--- src/rtl/int_pkg.sv ---
// Shared encodings for the interrupt/reset sequencer: request kinds,
// fixed vector addresses and sequencer states.
package int_pkg;

    typedef enum logic [1:0] {
        KIND_NONE = 2'b00,
        KIND_IRQ  = 2'b01,
        KIND_NMI  = 2'b10,
        KIND_RST  = 2'b11
    } kind_t;

    localparam logic [15:0] VEC_NMI = 16'hFFFA;
    localparam logic [15:0] VEC_RST = 16'hFFFC;
    localparam logic [15:0] VEC_IRQ = 16'hFFFE;

    typedef enum logic [1:0] {
        S_RST = 2'd0,
        IDLE  = 2'd1,
        LOCK  = 2'd2
    } state_t;

endpackage

--- src/rtl/sync_edge.sv ---
// Multi-flop synchroniser for one asynchronous input, with a registered level
// output and an optional rising-edge strobe derived from that level.
module sync_edge #(
    parameter int STAGES = 2,
    parameter bit EDGE   = 1'b0
) (
    input  logic clk,
    input  logic rst,
    input  logic d_i,
    output logic level_o,
    output logic rise_o
);

    logic [STAGES-1:0] sync_q;

    always_ff @(posedge clk or posedge rst) begin
        if (rst) begin
            sync_q <= '0;
        end else begin
            sync_q <= {sync_q[STAGES-2:0], d_i};
        end
    end

    assign level_o = sync_q[STAGES-1];

    generate
        if (EDGE) begin : g_edge
            logic prev_q;

            always_ff @(posedge clk or posedge rst) begin
                if (rst) begin
                    prev_q <= 1'b0;
                end else begin
                    prev_q <= level_o;
                end
            end

            assign rise_o = level_o & ~prev_q;
        end else begin : g_no_edge
            assign rise_o = 1'b0;
        end
    endgenerate

endmodule

--- src/rtl/int_ctl.sv ---
// Interrupt and reset sequencer: synchronises, masks and prioritises RST, NMI
// and NIRQ level IRQs, and holds one locked request until ctl acks the vector.
module int_ctl
    import int_pkg::*;
#(
    parameter int          NIRQ        = 8,
    parameter int          SYNC_STAGES = 2,
    parameter int          VECTORED    = 0,
    parameter logic [15:0] IRQ_BASE    = 16'hFFE0,
    localparam int         SRC_W       = (NIRQ > 1) ? $clog2(NIRQ) : 1
) (
    input  logic             clk,
    input  logic             RST,
    input  logic [NIRQ-1:0]  irq,
    input  logic             nmi,
    input  logic             I,
    input  logic             sync,
    input  logic             ack,
    input  logic             mask_we,
    input  logic [NIRQ-1:0]  mask_di,
    output logic             req,
    output logic [1:0]       kind,
    output logic [SRC_W-1:0] src,
    output logic [15:0]      vec,
    output logic [NIRQ-1:0]  mask_do,
    output logic [NIRQ-1:0]  pending,
    output state_t           dbg_state
);

    // Lowest-numbered set channel wins.
    function automatic logic [SRC_W-1:0] lowest_set(input logic [NIRQ-1:0] v);
        lowest_set = '0;
        for (int k = NIRQ - 1; k >= 0; k--) begin
            if (v[k]) lowest_set = SRC_W'(k);
        end
    endfunction

    logic [NIRQ-1:0]  irq_s;
    logic [NIRQ-1:0]  irq_rise_unused;
    logic             nmi_lvl_unused;
    logic             nmi_rise;

    state_t           state_q, state_d;
    logic             req_q, req_d;
    kind_t            kind_q, kind_d;
    logic [SRC_W-1:0] src_q, src_d;
    logic [15:0]      vec_q, vec_d;
    logic [NIRQ-1:0]  mask_q, mask_d;
    logic             nmi_pend_q, nmi_pend_d;
    logic             rst_pend_q, rst_pend_d;

    logic             irq_ok;
    logic             ack_lock;
    logic [SRC_W-1:0] win;
    logic [15:0]      irq_vec;

    genvar k;
    generate
        for (k = 0; k < NIRQ; k++) begin : g_irq_sync
            sync_edge #(.STAGES(SYNC_STAGES), .EDGE(1'b0)) u_sync (
                .clk     (clk),
                .rst     (RST),
                .d_i     (irq[k]),
                .level_o (irq_s[k]),
                .rise_o  (irq_rise_unused[k])
            );
        end
    endgenerate

    sync_edge #(.STAGES(SYNC_STAGES), .EDGE(1'b1)) u_nmi_sync (
        .clk     (clk),
        .rst     (RST),
        .d_i     (nmi),
        .level_o (nmi_lvl_unused),
        .rise_o  (nmi_rise)
    );

    assign pending  = irq_s & mask_q;
    assign irq_ok   = (|pending) & ~I;
    assign win      = lowest_set(pending);
    assign irq_vec  = (VECTORED != 0) ? (IRQ_BASE + 16'({win, 1'b0})) : VEC_IRQ;
    assign ack_lock = ack && (state_q == LOCK);

    // A fresh NMI edge beats a simultaneous ack-clear so no edge is lost.
    always_comb begin
        mask_d     = mask_we ? mask_di : mask_q;
        nmi_pend_d = nmi_rise | (nmi_pend_q & ~(ack_lock && kind_q == KIND_NMI));
        rst_pend_d = rst_pend_q & ~(ack_lock && kind_q == KIND_RST);
    end

    always_comb begin
        state_d = state_q;
        req_d   = req_q;
        kind_d  = kind_q;
        src_d   = src_q;
        vec_d   = vec_q;
        case (state_q)
            S_RST: begin
                state_d = LOCK;
                req_d   = 1'b1;
                kind_d  = KIND_RST;
                src_d   = '0;
                vec_d   = VEC_RST;
            end
            IDLE: begin
                if (sync && (rst_pend_q || nmi_pend_q || irq_ok)) begin
                    state_d = LOCK;
                    req_d   = 1'b1;
                    if (rst_pend_q) begin
                        kind_d = KIND_RST;
                        src_d  = '0;
                        vec_d  = VEC_RST;
                    end else if (nmi_pend_q) begin
                        kind_d = KIND_NMI;
                        src_d  = '0;
                        vec_d  = VEC_NMI;
                    end else begin
                        kind_d = KIND_IRQ;
                        src_d  = win;
                        vec_d  = irq_vec;
                    end
                end
            end
            LOCK: begin
                if (ack) begin
                    state_d = IDLE;
                    req_d   = 1'b0;
                    kind_d  = KIND_NONE;
                    src_d   = '0;
                    vec_d   = '0;
                end
            end
            default: state_d = S_RST;
        endcase
    end

    always_ff @(posedge clk or posedge RST) begin
        if (RST) begin
            state_q    <= S_RST;
            req_q      <= 1'b0;
            kind_q     <= KIND_NONE;
            src_q      <= '0;
            vec_q      <= '0;
            mask_q     <= '1;
            nmi_pend_q <= 1'b0;
            rst_pend_q <= 1'b1;
        end else begin
            state_q    <= state_d;
            req_q      <= req_d;
            kind_q     <= kind_d;
            src_q      <= src_d;
            vec_q      <= vec_d;
            mask_q     <= mask_d;
            nmi_pend_q <= nmi_pend_d;
            rst_pend_q <= rst_pend_d;
        end
    end

    assign req       = req_q;
    assign kind      = kind_q;
    assign src       = src_q;
    assign vec       = vec_q;
    assign mask_do   = mask_q;
    assign dbg_state = state_q;

endmodule

--- config.mk ---
export PLATFORM = sky130hd
export DESIGN_NAME = int_ctl
export DESIGN_NICKNAME = d
export VERILOG_FILES = /design/src/rtl/int_pkg.sv /design/src/rtl/sync_edge.sv /design/src/rtl/int_ctl.sv
export SDC_FILE = /design/constraint.sdc
export NUM_CORES = 1
export LEC_CHECK = 0
export CORE_UTILIZATION = 40
export DETAILED_ROUTE_END_ITERATION = 10
export PLACE_DENSITY = 0.74
export SLEW_MARGIN = 20
export SYNTH_ARGS = -nofsm -noshare
export SYNTH_HDL_FRONTEND = slang
export SYNTH_SLANG_ARGS = --single-unit
--- constraint.sdc ---
create_clock -name clk -period 4.85 [get_ports clk]
set_input_delay 0.97 -clock clk [delete_from_list [all_inputs] [get_ports clk]]
set_output_delay 0.97 -clock clk [all_outputs]
set_load 0.01 [all_outputs]
==> results summary <==
The count of final hold-check violations is 0. By area the synthesized netlist is led by dfrtp_1 47%, dfstp_2 15%, buf_4 7.0%, mux2_2 5.6%, inv_1 2.6%. The total clock buffers created by CTS is 5. Setup total negative slack on the finished layout was measured at 0 ps. For this design, the CTS-stage hold fixing added 0 buffers. The die extent in y is 65.4 µm. The number of cells on the worst hold path is 0. The count of yosys warnings during synthesis is 0. The die area is 4270 µm². The total power is between 0.001 and 0.0015 W. The count of buffers added on input and output ports is just over 60. The power density relative to cell area came out at roughly 490 nW/µm². The worst setup slack after placement came out at roughly 2200 ps. The final core area utilization is 0.603. Row generation in the floorplan step produced 22 rows.

The total via count after detailed routing is approximately 1100. The register cell area after layout came out at ~990 µm². The total routed wirelength is ~3200 µm. The shortest clock period the worst path allows after layout came out at 2560 ps.

The share of the synthesized area in the top cell type is 0.468. In this design, the stage delay of the slowest critical-path cell is ~580 ps. The data arrival time of the critical path came out at between 1500 and 2000 ps. The initial antenna violation count came out at 0.

The kind of path behind the tightest hold check is reg -> reg. Clock-pin slew was measured on the worst setup and hold paths at approximately 70 ps. The area occupied by multi-input gates is 449 µm². The path with the worst hold slack has its endpoint at g_irq_sync[2].u_sync.sync_q[1]$_DFF_PP0_. The number of nets handed over by synthesis was 152.

After detailed routing, the number of remaining DRC violations is 0. The average cell area after synthesis came out at 12.4 µm². The netlist area before placement is ~1600 µm². Compared with the post-synthesis result, the final layout area differs by 40.5%. The fraction of final layout cells with drive strength greater than 1 is 0.165. The effective utilization at floorplan is 0.429. The count of cell types in the netlist is 36. The wire length per cell after detailed routing is about 14 µm. The final-report setup violation count came out at 0.

Setup repair after global routing left no endpoint under its margin. The fraction of the cycle the final worst path needs came out at 0.528. STA classifies the critical path startpoint as a flip-flop.

For this run, the leading register cell type out of synthesis is dfrtp_1. In this run the register-to-register setup slack is ~3000 ps. The synthesized design spends more area on one cell type than any other, namely dfrtp_1. TritonCTS built the clock tree. The type of the setup path with the least slack is reg -> out. The smallest setup slack after layout is around 2300 ps.

The highest clock rate is 390 MHz. The launch point of the worst reg-to-reg path is dbg_state[0]$_DFFE_PP0P_. The tree is rooted in a clkbuf_8. In this run the post-CTS setup repair buffer count came out at 0. Entering global routing, the biggest net connects 40 pins.

Counting cells, the worst reg-to-reg path comes to 5. Counting the fill cells in the layout gives between 300 and 400. The total global routing track utilization came out at 0.161. The slowest cell on the critical path is clkdlybuf4s50_1. The insertion delay of the later-clocked pin in the worst-skew pair came out at between 200 and 300 ps. The largest fanout of any net on the critical path is 4. The die span in x came out at roughly 65 µm. Counting flops and latches in the post-synthesis netlist gives 39. The count of clock tree sinks came out at 39. For this design the static power due to leakage is ~0.98 nW.

The signal on the critical path passes through and2_1 > clkdlybuf4s50_1. The congestion estimate from routability-driven global placement came to about 0.8. Using the TritonRoute via totals, the vias-per-cell ratio works out to just under 5. The core outline area came out at about 3700 µm². The dominant delay contributor by cell family on the critical path is buffers and inverters.

After synthesis, the share of flip-flops with an asynchronous set or reset is 1.00. The data required time at the worst endpoint came out at 3880 ps. Of the synthesized area, sequential elements account for 0.615. The run finished with clean final reports.

The worst hold path begins at g_irq_sync[2].u_sync.sync_q[0]$_DFF_PP0_. The net total in the final layout came out at 204. The I/O pin total is 63.

After clock tree synthesis, the repair step resized 0 gates. The wire length of the first global-routing pass is roughly 5100 µm. The wire-length estimate of the detail-placed layout is 2410 µm. The count of inserted antenna diode cells is 0. The via count of the first global-routing pass came out at about 1100. The worst voltage drop across the vdd grid came out at about 0.25 mV. The count of nets left with antenna violations once routing finished came out at 0. In this run, the number of DRC markers left after iteration 0 of detailed routing was 24. The capturing element type of the critical path is a primary output. The global-route congestion overflow total came out at 0.

The maximum count of clock buffers along a single path is 2. The buffering stage count on the worst path with inverters included came out at 1. The maximum level of the CTS H-tree came out at 2.

The length of the first detailed-routing pass in iterations came out at 4. The tool flagged a number of max-cap violations equal to 0. The number of instances in the synthesized netlist came out at about 130.

On the final layout, the worst clock skew is 4.94 ps. By instance count, the leading cell after synthesis is dfrtp_1. The final max-slew violation count came out at 0. The worst flop-to-flop path endpoint is src[0]$_DFFE_PP0P_. The commonest cells after synthesis are 30 x dfrtp_1, 15 x buf_4, 11 x inv_1.

The synthesized design contains 0 enable-type register cells.
routing by layer:
| metal | part of all wire | track usage | vias up |
|---|---|---|---|
| met5 | 0 | 0 | - |
| li1 | - | - | 529 |
| met2 | 0.52 | 0.277 | 40 |
| met3 | 0.045 | 0.0382 | 8 |
| met1 | 0.41 | 0.186 | 545 |
| met4 | 0.023 | 0.0788 | 0 |
state kept, by name (all words and copies together) (netlist names):
| signal | cells |
|---|---|
| vec | 2 |
| req | 1 |
| kind | 2 |
| src | 3 |
| g_irq_sync.u_sync.sync_q | 16 |
| dbg_state | 2 |
| rst_pend_q | 1 |
| mask_do | 8 |
| u_nmi_sync.sync_q | 2 |
| nmi_pend_q | 1 |
| u_nmi_sync.g_edge.prev_q | 1 |
logic make-up after synthesis:
kind of cell	after synthesis	share of synthesized area
other cells	1	0.00234
simple gates	27	0.0990
compound gates	25	0.115
flops	39	0.615
buf+inv	28	0.105
mux	9	0.0631
layout make-up:
type	count	share of cell area
flip-flops and latches	39	0.438
clock buffers	8	0.0444
multi-input cells	62	0.199
repair buffers	62	0.274
well taps	48	0.0266
inverters	11	0.0183
report_power, final:
| group | switching [W] | internal, W | total, W |
|---|---|---|---|
| combinational | 0.000171 | 0.000256 | 0.000426 |
| sequential | 0.0000722 | 0.000386 | 0.000458 |
| clock | 0.000101 | 0.000130 | 0.000230 |
worst max-delay path by stage:
| stage | start | end | slack, ps | depth (start not counted) |
|---|---|---|---|---|
| global placement | sync | src[0]$_DFFE_PP0P_ | 2310 | 6 |
| floorplan | sync | src[0]$_DFFE_PP0P_ | 2900 | 5 |
| CTS | mask_do[3]$_DFFE_PP1P_ | pending[3] | 2280 | 2 |
| global route | mask_do[3]$_DFFE_PP1P_ | pending[3] | 2250 | 2 |
| finish | mask_do[3]$_DFFE_PP1P_ | pending[3] | 2290 | 2 |
| detailed placement | sync | src[0]$_DFFE_PP0P_ | 2210 | 6 |
through the flow:
step / instance area, µm² / hold WS, ps / cells
final: 2260 / 349 / 230
after global routing: 2260 / 356 / 230
after CTS: 2260 / 350 / 230
after detailed placement: 2160 / 335 / 222
after global placement: 2160 / 333 / 222
after floorplan: 1610 / 331 / 129
placed cells by master, fill, tap and decap left out, drive strengths merged, types with 2 or more instances in the layout:
| cell | instances |
|---|---|
| nand2 | 9 |
| a22o | 3 |
| o21ai | 2 |
| mux2 | 9 |
| nand3 | 3 |
| clkbuf | 8 |
| nor2 | 4 |
| a21oi | 8 |
| dfstp | 9 |
| clkdlybuf4s50 | 61 |
| and2 | 3 |
| inv | 11 |
| dfrtp | 30 |
| and3 | 2 |
Power figures use the tool's default switching activity.
